--- config.mk ---
export PLATFORM = sky130hd
export DESIGN_NAME = e203_exu_bjp_resolve
export DESIGN_NICKNAME = d
export VERILOG_FILES = /design/src/rtl/e203_exu_bjp_resolve.sv
export SDC_FILE = /design/constraint.sdc
export NUM_CORES = 1
export LEC_CHECK = 0
export ABC_CLOCK_PERIOD_IN_PS = 5330
export CORE_ASPECT_RATIO = 1.4
export CORE_UTILIZATION = 49
export DETAILED_ROUTE_END_ITERATION = 12
export PLACE_DENSITY_LB_ADDON = 0.08
export SLEW_MARGIN = 0
export SYNTH_ARGS = -nofsm -noshare
export SYNTH_HDL_FRONTEND = slang
export SYNTH_SLANG_ARGS = --single-unit
export TNS_END_PERCENT = 30
--- constraint.sdc ---
create_clock -name clk -period 5.33 [get_ports clk]
set_input_delay 1.066 -clock clk [delete_from_list [all_inputs] [get_ports clk]]
set_output_delay 1.066 -clock clk [all_outputs]
set_load 0.01 [all_outputs]
--- src/rtl/e203_exu_bjp_resolve.sv ---
// rtl/e203_exu_bjp_resolve.sv - EXU branch/jump resolve, IFU redirect and perf counters
//
// Purpose: checks the IFU static prediction of each executed branch/jump
// against its real outcome, computes the correct next PC and holds a flush
// request towards the IFU until it is acknowledged. Also counts resolved and
// mispredicted branches with saturating counters.
//
// Ports:
//   clk, rst_n            clock, asynchronous active-low reset
//   bjp_i_*               resolved branch offer (valid/ready handshake)
//   excp_kill             higher-priority pipeline flush
//   res_valid/res_mispred one-cycle resolve pulse and its mispredict flag
//   flush_req/flush_pc    redirect request to the IFU, flush_ack accepts it
//   cnt_clr               synchronous clear of both counters
//   bjp_cnt/mispred_cnt   accepted / mispredicted branch counters
module e203_exu_bjp_resolve #(
  parameter int PC_SIZE = 32,
  parameter int XLEN    = 32,
  parameter int CNT_W   = 32
) (
  input  logic               clk,
  input  logic               rst_n,
  input  logic               bjp_i_valid,
  output logic               bjp_i_ready,
  input  logic [PC_SIZE-1:0] bjp_i_pc,
  input  logic [XLEN-1:0]    bjp_i_imm,
  input  logic               bjp_i_rv32,
  input  logic               bjp_i_jal,
  input  logic               bjp_i_jalr,
  input  logic               bjp_i_bxx,
  input  logic               bjp_i_cmp_res,
  input  logic [XLEN-1:0]    bjp_i_rs1,
  input  logic               bjp_i_prdt_taken,
  input  logic [PC_SIZE-1:0] bjp_i_prdt_pc,
  input  logic               excp_kill,
  output logic               res_valid,
  output logic               res_mispred,
  output logic               flush_req,
  output logic [PC_SIZE-1:0] flush_pc,
  input  logic               flush_ack,
  input  logic               cnt_clr,
  output logic [CNT_W-1:0]   bjp_cnt,
  output logic [CNT_W-1:0]   mispred_cnt
);

  localparam logic [0:0] IDLE  = 1'b0;
  localparam logic [0:0] FLUSH = 1'b1;

  logic [0:0]         state;
  logic               accept;
  logic [PC_SIZE-1:0] seq_pc;
  logic [PC_SIZE-1:0] br_tgt;
  logic [XLEN-1:0]    jalr_sum;
  logic [PC_SIZE-1:0] jalr_tgt;
  logic               mispred;
  logic [PC_SIZE-1:0] cor_pc;

  assign bjp_i_ready = (state == IDLE) & ~excp_kill;
  assign accept      = bjp_i_valid & bjp_i_ready;
  // The request is exactly the FLUSH state, so it is stable until ack/kill.
  assign flush_req   = (state == FLUSH);

  assign seq_pc   = bjp_i_pc + (bjp_i_rv32 ? PC_SIZE'(4) : PC_SIZE'(2));
  assign br_tgt   = bjp_i_pc + bjp_i_imm[PC_SIZE-1:0];
  assign jalr_sum = bjp_i_rs1 + bjp_i_imm;
  assign jalr_tgt = {jalr_sum[PC_SIZE-1:1], 1'b0};

  // JAL target is fully known at fetch, so it can never be mispredicted.
  // JALR is checked against the real target because the IFU may have used a
  // stale base register.
  always_comb begin
    mispred = 1'b0;
    cor_pc  = seq_pc;
    if (bjp_i_jalr) begin
      mispred = ~bjp_i_prdt_taken | (bjp_i_prdt_pc != jalr_tgt);
      cor_pc  = jalr_tgt;
    end else if (bjp_i_bxx) begin
      mispred = (bjp_i_prdt_taken != bjp_i_cmp_res);
      cor_pc  = bjp_i_cmp_res ? br_tgt : seq_pc;
    end
  end

  always_ff @(posedge clk or negedge rst_n) begin
    if (!rst_n) begin
      state       <= IDLE;
      flush_pc    <= '0;
      res_valid   <= 1'b0;
      res_mispred <= 1'b0;
    end else begin
      res_valid   <= accept;
      res_mispred <= accept & mispred;
      if (state == FLUSH) begin
        // Kill and ack both end the redirect; kill simply drops it.
        if (excp_kill | flush_ack) state <= IDLE;
      end else if (accept & mispred) begin
        state    <= FLUSH;
        flush_pc <= cor_pc;
      end
    end
  end

  always_ff @(posedge clk or negedge rst_n) begin
    if (!rst_n) begin
      bjp_cnt     <= '0;
      mispred_cnt <= '0;
    end else if (cnt_clr) begin
      bjp_cnt     <= '0;
      mispred_cnt <= '0;
    end else begin
      if (accept & ~&bjp_cnt)               bjp_cnt     <= bjp_cnt + CNT_W'(1);
      if (accept & mispred & ~&mispred_cnt) mispred_cnt <= mispred_cnt + CNT_W'(1);
    end
  end

endmodule
-- Yosys cells after proc, flatten, opt, wreduce, memory -nomap -nowiden
Cells that the tools add are included.
- muxes and demuxes: 13
- reductions and logical operators: 7
- add/subtract/negate cells: 5
- equal/unequal tests: 2
- bitwise operators: 10
- operator list (kind ; number):
    $mux 32 ; 7
    $add 32x1->32 const B ; 2
    $add 32x32->32 ; 2
    $reduce_and 32->1 ; 2
    $add 32x3->32 ; 1
    $ne 32x32->1 ; 1
    $and 1x1->1 ; 5
    $mux 1 ; 5
    $reduce_bool 2->1 ; 2
    $mux 3 ; 1
    $not 1->1 ; 3
    $logic_not 1->1 ; 2
    $or 1x1->1 ; 2
    $reduce_and 2->1 ; 1
    $ne 1x1->1 ; 1
- input bits: 140
- register bits after elaboration: 99
- word-level logic and storage cells: 43
- output and inout port bits: 100

-- Depth between registers and ports, before layout
Gate-level depths: netlist (run 1).
- depth in word-level cells: 8
- depth in mapped cells: 18
- depth with buffers taken out: 15

-- Least setup slack after synthesis (run 1)
OpenSTA, ideal clock, no wires.
- path kind: input to register
- start: in bjp_i_imm[0]
- end: reg mispred_cnt[14]
- cell stages on the path: 16
- arrival time: 4.441 ns
- buffers on the path: 2
- path slack: 0.764 ns
- path through: and2_1 -> fa_1 -> xnor2_1 -> o41ai_1 -> or4_1 -> a211oi_1 -> nand4_1 -> or4_1 -> nor4_1 -> nand4_1 -> nor4_1 -> or2_1 -> buf_4 -> buf_6 -> nor3_1 -> mux2_4
- word-level cells in the longest chain between the ends: 7
- ends and longest elaborated chain (element ; line ; text):
    start, declared ; 26 ; input logic [XLEN-1:0] bjp_i_imm,
    $add 32x32->32 ; 65 ; assign jalr_sum = bjp_i_rs1 + bjp_i_imm;
    $ne 32x32->1 ; 75 ; mispred = ~bjp_i_prdt_taken | (bjp_i_prdt_pc != jalr_tgt);
    $or 1x1->1 ; 75 ;
    $mux 1 ; 74 ; if (bjp_i_jalr) begin
    $and 1x1->1 (2 in series) ; 111 ; if (accept & mispred & ~&mispred_cnt) mispred_cnt <= mispred_cnt + CNT_W'(1);
    $reduce_bool 2->1 (no line) ; n/a ;
    end signal, assigned ; 111 ;
    end, declared ; 43 ; output logic [CNT_W-1:0] mispred_cnt
No other way between the ends.
A chain may end at the register's enable or synchronous reset.

-- Final worst setup path (run 1)
- start: in bjp_i_imm[6]
- end: reg mispred_cnt[7]
The elaborated chain is that of the path after synthesis.

==> results of run 1 <==
==> per-layer routing <==
metal | track usage [%] | wire length (um) | vias to the layer above | share of wire, %
li1 | - | - | 5710 | -
met1 | 39.0 | 14600 | 5554 | 40
met2 | 59.8 | 18900 | 407 | 51
met3 | 2.31 | 1710 | 76 | 4.6
met4 | 16.1 | 1650 | 0 | 4.5
met5 | 0 | 0 | - | 0
==> cells in the final DEF, fill, tap and decap left out, types with 6 or more instances in the layout <==
| master | synthesis | routed |
|---|---|---|
| mux2_2 | 23 | 17 |
| buf_4 | 2 | 202 |
| a21oi_1 | 118 | 118 |
| clkdlybuf4s50_1 | 0 | 231 |
| or3_1 | 15 | 15 |
| nand2b_1 | 13 | 13 |
| ha_1 | 65 | 63 |
| nand3b_1 | 8 | 8 |
| nor4_2 | 2 | 6 |
| nand4_1 | 35 | 35 |
| mux2_4 | 4 | 10 |
| nor3b_1 | 7 | 7 |
| a21o_1 | 20 | 20 |
| o21ai_1 | 5 | 6 |
| dfrtp_1 | 99 | 99 |
| and3_1 | 32 | 32 |
| xor2_1 | 61 | 61 |
| and2_1 | 9 | 8 |
| nor4_4 | 0 | 8 |
| inv_1 | 35 | 35 |
| mux2_1 | 11 | 11 |
| clkbuf_16 | 0 | 9 |
| o21ai_0 | 72 | 71 |
| nand3_1 | 55 | 55 |
| o21bai_1 | 6 | 6 |
| a211oi_1 | 20 | 19 |
| xnor2_1 | 64 | 63 |
| o211ai_1 | 16 | 16 |
| o21a_1 | 7 | 7 |
| nor4_1 | 23 | 11 |
| and4_1 | 10 | 10 |
| nand2_1 | 112 | 112 |
| nor2b_1 | 34 | 34 |
| a31oi_1 | 12 | 12 |
| nor2_1 | 162 | 162 |
| nor3_1 | 24 | 24 |
==> what timing repair did <==
item,4_1_cts,5_1_grt
gates cloned,0,0
setup endpoints to repair,57,58
resized for setup,7,44
pin swaps,3,13
buffers inserted,7,1
hold endpoints to repair,0,0
==> cell usage after synthesis (6+ instances only) <==
library cell / instances / area (um^2)
or3_1: 15 / 93.8
and2_1: 9 / 56.3
o21bai_1: 6 / 45.0
buf_2: 15 / 75.1
and4_1: 10 / 87.6
nand3_1: 55 / 275
clkbuf_1: 42 / 158
dfrtp_1: 99 / 2480
nand4_1: 35 / 219
o21ai_0: 72 / 360
nor4_1: 23 / 144
nor2_1: 162 / 608
o21a_1: 7 / 52.6
a21oi_1: 118 / 591
a211oi_1: 20 / 150
nand2_1: 112 / 420
mux2_1: 11 / 124
and3_1: 32 / 200
a21o_1: 20 / 150
nand3b_1: 8 / 60.1
a31oi_1: 12 / 75.1
buf_6: 6 / 67.6
mux2_2: 23 / 259
nor3_1: 24 / 120
nand2b_1: 13 / 81.3
inv_1: 35 / 131
a21boi_0: 6 / 45.0
nor2b_1: 34 / 213
nor3b_1: 7 / 52.6
xnor2_1: 64 / 561
o211ai_1: 16 / 120
ha_1: 65 / 813
xor2_1: 61 / 534
==> worst register-to-register path, delay by kind of cell (launching register included) <==
family / cells / cell delay (ns)
flip-flops: 1 / 0.45
multiplexers: 1 / 0.35
AND/OR/NAND/NOR: 8 / 2.94
==> through the flow <==
stage | util [%] | cells | hold WS, ns | area, um^2
after floorplan | - | 1352 | 0.513 | 10600
after global placement | 68.4 | 1982 | 0.462 | 14500
after detailed placement | 68.4 | 1982 | 0.468 | 14500
after CTS | 70.0 | 2004 | 0.482 | 14800
after global routing | 71.1 | 2005 | 0.502 | 15000
final | 71.1 | 2006 | 0.479 | 15000
==> registers in the layout, summed over array words and instances (netlist names) <==
register     count
res_mispred      1
flush_pc        32
mispred_cnt     32
flush_req        1
res_valid        1
bjp_cnt         32
==> power breakdown <==
part	total (mW)	internal [mW]	switching (mW)	leakage (nW)
Combinational	1.41	0.705	0.703	4.99
Clock	0.581	0.324	0.257	0.132
Sequential	0.872	0.825	0.0471	1.30
==> cell families after synthesis <==
logic type,share of synthesized area (%)
DFF,23.5
muxes,4.67
and+or+nand+nor,26.7
AOI/OAI and AO/OA,21.2
buffers and inverters,4.33
adders and majority gates,8.27
xor gates and xnor gates,11.4
==> layout make-up <==
type / instances / area [um^2]
flip-flops and latches: 99 / 2480
well taps: 260 / 325
inverters: 36 / 138
repair buffers: 445 / 3980
fillers: 1773 / 6100
multi-input cells: 1150 / 7850
diodes: 1 / 2.50
clock inverters: 3 / 15.0
clock buffers: 12 / 246
==> how the worst max path moves through the flow <==
stage                             from                          end  slack (ns)  cells after the start
after floorplan           bjp_i_imm[0]  mispred_cnt[14]$_DFFE_PN0P_        0.76                     16
after global placement    bjp_i_imm[0]  mispred_cnt[16]$_DFFE_PN0P_       -0.42                     19
after detailed placement  bjp_i_rs1[0]   mispred_cnt[2]$_DFFE_PN0P_       -0.52                     19
after CTS                 bjp_i_imm[6]  mispred_cnt[13]$_DFFE_PN0P_        0.06                     19
after global routing      bjp_i_imm[6]  mispred_cnt[11]$_DFFE_PN0P_       0.004                     19
final                     bjp_i_imm[6]   mispred_cnt[7]$_DFFE_PN0P_        0.09                     19
==> impl_results.md, run 1 <==
* Worst-margin pin slew at between 1 and 1.5 ns
* Hold path start: flush_pc[29]$_DFFE_PN0P_
* Period utilization at 98.3%
* WL final at between 30 and 40 mm
* # rows at between 60 and 70
* Core Area at about 21000 um^2
* GRT overflow at 0
* Pwr dens at 190 nW/um^2
* Top Ports at 240
* Post-synth EDFFs at 0
* CP Cell Sequence: clkdlybuf4s50_1 -> ha_1 -> buf_4 -> o21a_1 -> and3_1 -> o211ai_1 -> nand2_1 -> a211oi_2 -> buf_4 -> nor2b_1 -> or2_2 -> o311ai_1 -> buf_4 -> nor4_2 -> buf_4 -> or2_4 -> buf_6 -> nor4_1 -> mux2_2
* CTS tree: built
* Cts hold-fix bufs at 0
* Hold EP: flush_pc[29]$_DFFE_PN0P_
* Most common cell on crit path: buf_4
* Yosys reg bits at 99
* Largest stage delay, worst path at around 0.47 ns
* Yosys warning count at 0
* Vias in the first global route at between 10000 and 15000
* Die extent in x at about 130 um
* Worst slew margin at 25.7%
* Clk_lat worst skew at 0.34 ns
* Status: completed
* Total CTS buffers at 9
* Final Hold Fails at 0
* Final setup TNS at 0 ns
* DRC Markers at 0
* Total global-route track usage at between 30% and 40%
* Avg Cell Area, Syn at between 7 and 8 um^2
* Mapped Nets at 1560
* Hold Path Class: reg2reg
* Pins Over Slew Limit at 0
* Largest net degree at the start of global routing at between 60 and 70
* Via/cell ratio at about 5.9
* Register area share after synthesis at roughly a quarter
* Detailed placement HPWL at ~30 mm
* Crit. End Element: register
* Hold Path Cell Cnt at 1
* DR vias at roughly 12000
* Initial antenna violation count at 1
* Worst-path fanout max at 15
* Die area at 22200 um^2
* CTS clk-pin slew, worst paths at 0.06 ns
* CTS root buffer: clkbuf_16
* Mapped Area at around 11000 um^2
* Minimum clock period at 5.24 ns
* Post-synth ARST share at 100%
* Post-synthesis cell count at 1352
* Critical R2R Capture: mispred_cnt[5]$_DFFE_PN0P_
* Routability-driven placement congestion ratio at a little over 1
* Initial core utilization at approximately 50%
* CTS H-Tree Depth at 3
* Reg-to-reg critical path startpoint: mispred_cnt[4]$_DFFE_PN0P_
* Max Root-Sink Buffers at 2
* R2R cell count at 9
* Dominant synthesized flop cell: dfrtp_1
* Peak VDD IR at 169 uV
* Final setup viols at 0
* Distinct cells, synth at 91
* Slowest CP cell: clkdlybuf4s50_1
* Worst clock skew at 0.00660 ns
* Startpoint Class: input pin
* RSZ-0062 raised after global routing: false
* PortBufs at roughly 240
* Layout cells sized above 1 at 17.1%
* Flop-to-flop setup slack at 1.47 ns
* Avg WL per Cell at approximately 18 um
* Worst slack at placement at -0.518 ns
* Max_cap viols at 0
* Fmax at between 0.15 and 0.2 GHz
* ANT nets after route at 0
* Crit-path leading delay family: simple AND/OR/NAND/NOR gates
* Buf/Inv on CP at 6
* Final setup margin at around 0.093 ns
* DR iter-0 viols at about 760
* Layout net count at roughly 1900
* Syn-to-layout area delta at 42.3%
* Total power at ~2.9 mW
* First-pass GRT wire length at just under 60 mm
* CTS sink count at 99
* TritonRoute pass-1 iters at 5
* Worst Path Arrival at between 5 and 6 ns
* Critical Path RT at 5.55 ns
* Critical path class: in2reg
* Die height at 176 um
* Leakage at between 6 and 7 nW
(Power assumes the default switching activity.)
==> run 2, diff against run 1 <==
--- a/config.mk
+++ b/config.mk
@@ -5,9 +5,8 @@
 export SDC_FILE = /design/constraint.sdc
 export NUM_CORES = 1
 export LEC_CHECK = 0
-export ABC_CLOCK_PERIOD_IN_PS = 5330
 export CORE_ASPECT_RATIO = 1.4
-export CORE_UTILIZATION = 49
+export CORE_UTILIZATION = 56
 export DETAILED_ROUTE_END_ITERATION = 12
 export PLACE_DENSITY_LB_ADDON = 0.08
 export SLEW_MARGIN = 0
==> run 2 against run 1 <==
The flow now finishes with violations (setup timing). Via count increased by 5.6%. Die area decreased by 12%. Sequential power about the same. Sequential share of layout area increased by 0.20 points. Clock power increased by 11%. Cell count decreased by 1.3%. Wire length increased by 8.1%. Critical path type unchanged. Critical endpoint is now mispred_cnt[11]$_DFFE_PN0P_. Largest power group unchanged.
==> impl_results.md, run 2 (synthesis results as in run 1) <==
* Peak VDD IR at 178 uV (was 169 uV)
* Avg WL per Cell at 20.1 um (was 18.4 um)
* Initial core utilization at 57.0% (was 50.0%)
* Status: finished with violations (was completed)
* Worst-path fanout max at 15 (unchanged)
* Commonest cells after routing, fill and taps aside: clkdlybuf4s50_1, buf_4, nor2_1, a21oi_1, nand2_1 (unchanged)
* Pwr dens at 197 nW/um^2 (was 190 nW/um^2)
* Die height at 165 um (was 176 um)
* DR vias at 12400 (was 11700)
* Total CTS buffers at 9 (unchanged)
* Die extent in x at 118 um (was 126 um)
* Max Root-Sink Buffers at 2 (unchanged)
* WL final at 39.9 mm (was 36.9 mm)
* Critical Path RT at 5.56 ns (was 5.55 ns)
* Period utilization at 100% (was 98.3%)
* Int Pwr at 1.89 mW (was 1.85 mW)
* Final Hold Fails at 0 (unchanged)
* Gate power share at 48.1% (was 49.2%)
* DRC Markers at 0 (unchanged)
* Final hold slack at 0.486 ns (was 0.479 ns)
* Detailed placement HPWL at 30.2 mm (was 30.6 mm)
* Hold Path Class: reg2reg (unchanged)
* Worst slew margin at 32.8% (was 25.7%)
* Slowest CP cell: nor4_1 (was clkdlybuf4s50_1)
* ANT nets after route at 0 (unchanged)
* Core Area at 18500 um^2 (was 21100 um^2)
* CTS sink count at 99 (unchanged)
* Max_cap viols at 0 (unchanged)
* Crit. End Element: register (unchanged)
* CTS clk-pin slew, worst paths at 0.06 ns (about the same)
* Syn-to-layout area delta at 40.6% (was 42.3%)
* CTS root buffer: clkbuf_16 (unchanged)
* Minimum clock period at 5.34 ns (was 5.24 ns)
* Inst Count DP at 1962 (was 1982)
* Top flop regs: bjp_cnt: 32 flops, flush_pc: 32 flops, mispred_cnt: 32 flops (unchanged)
* Startpoint Class: input pin (unchanged)
* Final setup margin at -0.0125 ns (was 0.0926 ns)
* CTS H-Tree Depth at 3 (unchanged)
* Non-filler cells, final at 1979 (was 2006)
* Layout net count at 1939 (was 1949)
* Layout cells sized above 1 at 16.6% (was 17.1%)
* PortBufs at 238 (unchanged)
* Leakage at 6.35 nW (was 6.42 nW)
* Sw Pwr at 1.03 mW (was 1.01 mW)
* Die area at 19400 um^2 (was 22200 um^2)
* Vias in the first global route at 12000 (was 11200)
* CTS tree: built (unchanged)
* Sw frac at 35.3% (was 35.2%)
* Top Ports at 240 (unchanged)
* Cts hold-fix bufs at 0 (unchanged)
* CP Cell Sequence: clkdlybuf4s50_1 -> ha_1 -> buf_4 -> a21oi_1 -> o21ai_0 -> o211ai_1 -> nand2_1 -> a211oi_2 -> buf_4 -> nor2b_1 -> or2_2 -> o311ai_1 -> buf_4 -> nor4_2 -> buf_4 -> or2_4 -> buf_4 -> nor4_1 -> mux2_2 (was clkdlybuf4s50_1 -> ha_1 -> buf_4 -> o21a_1 -> and3_1 -> o211ai_1 -> nand2_1 -> a211oi_2 -> buf_4 -> nor2b_1 -> or2_2 -> o311ai_1 -> buf_4 -> nor4_2 -> buf_4 -> or2_4 -> buf_6 -> nor4_1 -> mux2_2)
* Most common cell on crit path: buf_4 (unchanged)
* Via/cell ratio at 6.27 (was 5.86)
* Total global-route track usage at 39.4% (was 32.9%)
* Total power at 2.92 mW (was 2.86 mW)
* Routability-driven placement congestion ratio at 0.995 (was 1.03)
* Fmax at 0.187 GHz (was 0.191 GHz)
* Part of the power in the clock network at 22.0% (was 20.3%)
* Final setup viols at 1 (was 0)
* # rows at 59 (was 63)
* TritonRoute pass-1 iters at 7 (was 5)
* Pins Over Slew Limit at 0 (unchanged)
* Clk_lat worst skew at 0.35 ns (was 0.34 ns)
* Sequential share of power at 29.9% (was 30.5%)
* Critical path class: in2reg (unchanged)
* GRT overflow at 0 (unchanged)
* Failing checks: setup timing
* First-pass GRT wire length at 60.3 mm (was 57.8 mm)
* Initial antenna violation count at 2 (was 1)
* Largest net degree at the start of global routing at 63 (was 67)
* Most common cell after layout, fill and taps aside: clkdlybuf4s50_1 (unchanged)
* DR iter-0 viols at 1345 (was 757)
* Largest stage delay, worst path at 0.44 ns (was 0.47 ns)
* Worst-margin pin slew at 1.00 ns (was 1.11 ns)
* Worst clock skew at 0.00588 ns (was 0.00660 ns)
* Worst Path Arrival at 5.57 ns (was 5.46 ns)
==> run 2: metal layers <==
layer	part of all wire, %	GRT usage (%)
met4	6.6	23.5
met5	0	0
met3	6.7	4.14
met2	51	72.6
met1	36	43.7
==> run 2: power by group through the flow <==
stage          Clock (mW)  Combinational, mW  Sequential, mW
6_report            0.644               1.41           0.875
3_5_place_dp            0               1.36           0.886
2_1_floorplan           0              0.643           0.910
3_3_place_gp            0               1.33           0.883
5_1_grt             0.673               1.51           0.881
4_1_cts             0.643               1.38           0.873
==> run 2: stage by stage <==
step / util, % / setup WS (ns) / setup TNS (ns) / cell area [um^2]
global placement: 77.7 / -0.428 / -22.73 / 14400
CTS: 79.5 / 0.0479 / 0 / 14700
global route: 80.1 / -0.0655 / -0.0856 / 14800
finish: 80.1 / -0.0125 / -0.0125 / 14800
floorplan: - / 0.764 / 0 / 10600
detailed placement: 77.7 / -0.587 / -28.19 / 14400
==> run 2: final cells by class <==
class | instances | area, um^2
Antenna cell | 1 | 2.50
Clock buffer | 12 | 246
Clock inverter | 2 | 37.5
Fill cell | 1248 | 3680
Inverter | 36 | 135
Multi-Input combinational cell | 1150 | 7770
Sequential cell | 99 | 2480
Tap cell | 244 | 305
Timing Repair Buffer | 435 | 3870
==> run 2: critical path, delay by kind of cell <==
family | cells | cell delay [ns]
buf+inv | 6 | 1.29
compound gates | 5 | 1.25
mux | 1 | 0.40
simple gates | 6 | 1.23
fa+ha+maj | 1 | 0.33
==> run 2: final timing paths <==
path	start	endpoint	slack, ns	cells past startpoint
hold reg to reg	flush_pc[19]$_DFFE_PN0P_	flush_pc[19]$_DFFE_PN0P_	0.49	2
min in group asynchronous	rst_n	bjp_cnt[11]$_DFFE_PN0P_	0.78	1
hold / removal	flush_pc[19]$_DFFE_PN0P_	flush_pc[19]$_DFFE_PN0P_	0.49	2
max in group asynchronous	rst_n	bjp_cnt[24]$_DFFE_PN0P_	3.49	2
setup reg to reg	mispred_cnt[4]$_DFFE_PN0P_	mispred_cnt[8]$_DFFE_PN0P_	0.79	10
setup / recovery	bjp_i_imm[4]	mispred_cnt[11]$_DFFE_PN0P_	-0.01	19
==> run 2: repair_timing <==
item	in CTS	in global routing
buffers inserted	0	2
pin swaps	5	10
gates resized for setup	10	23
setup endpoints to repair	56	55
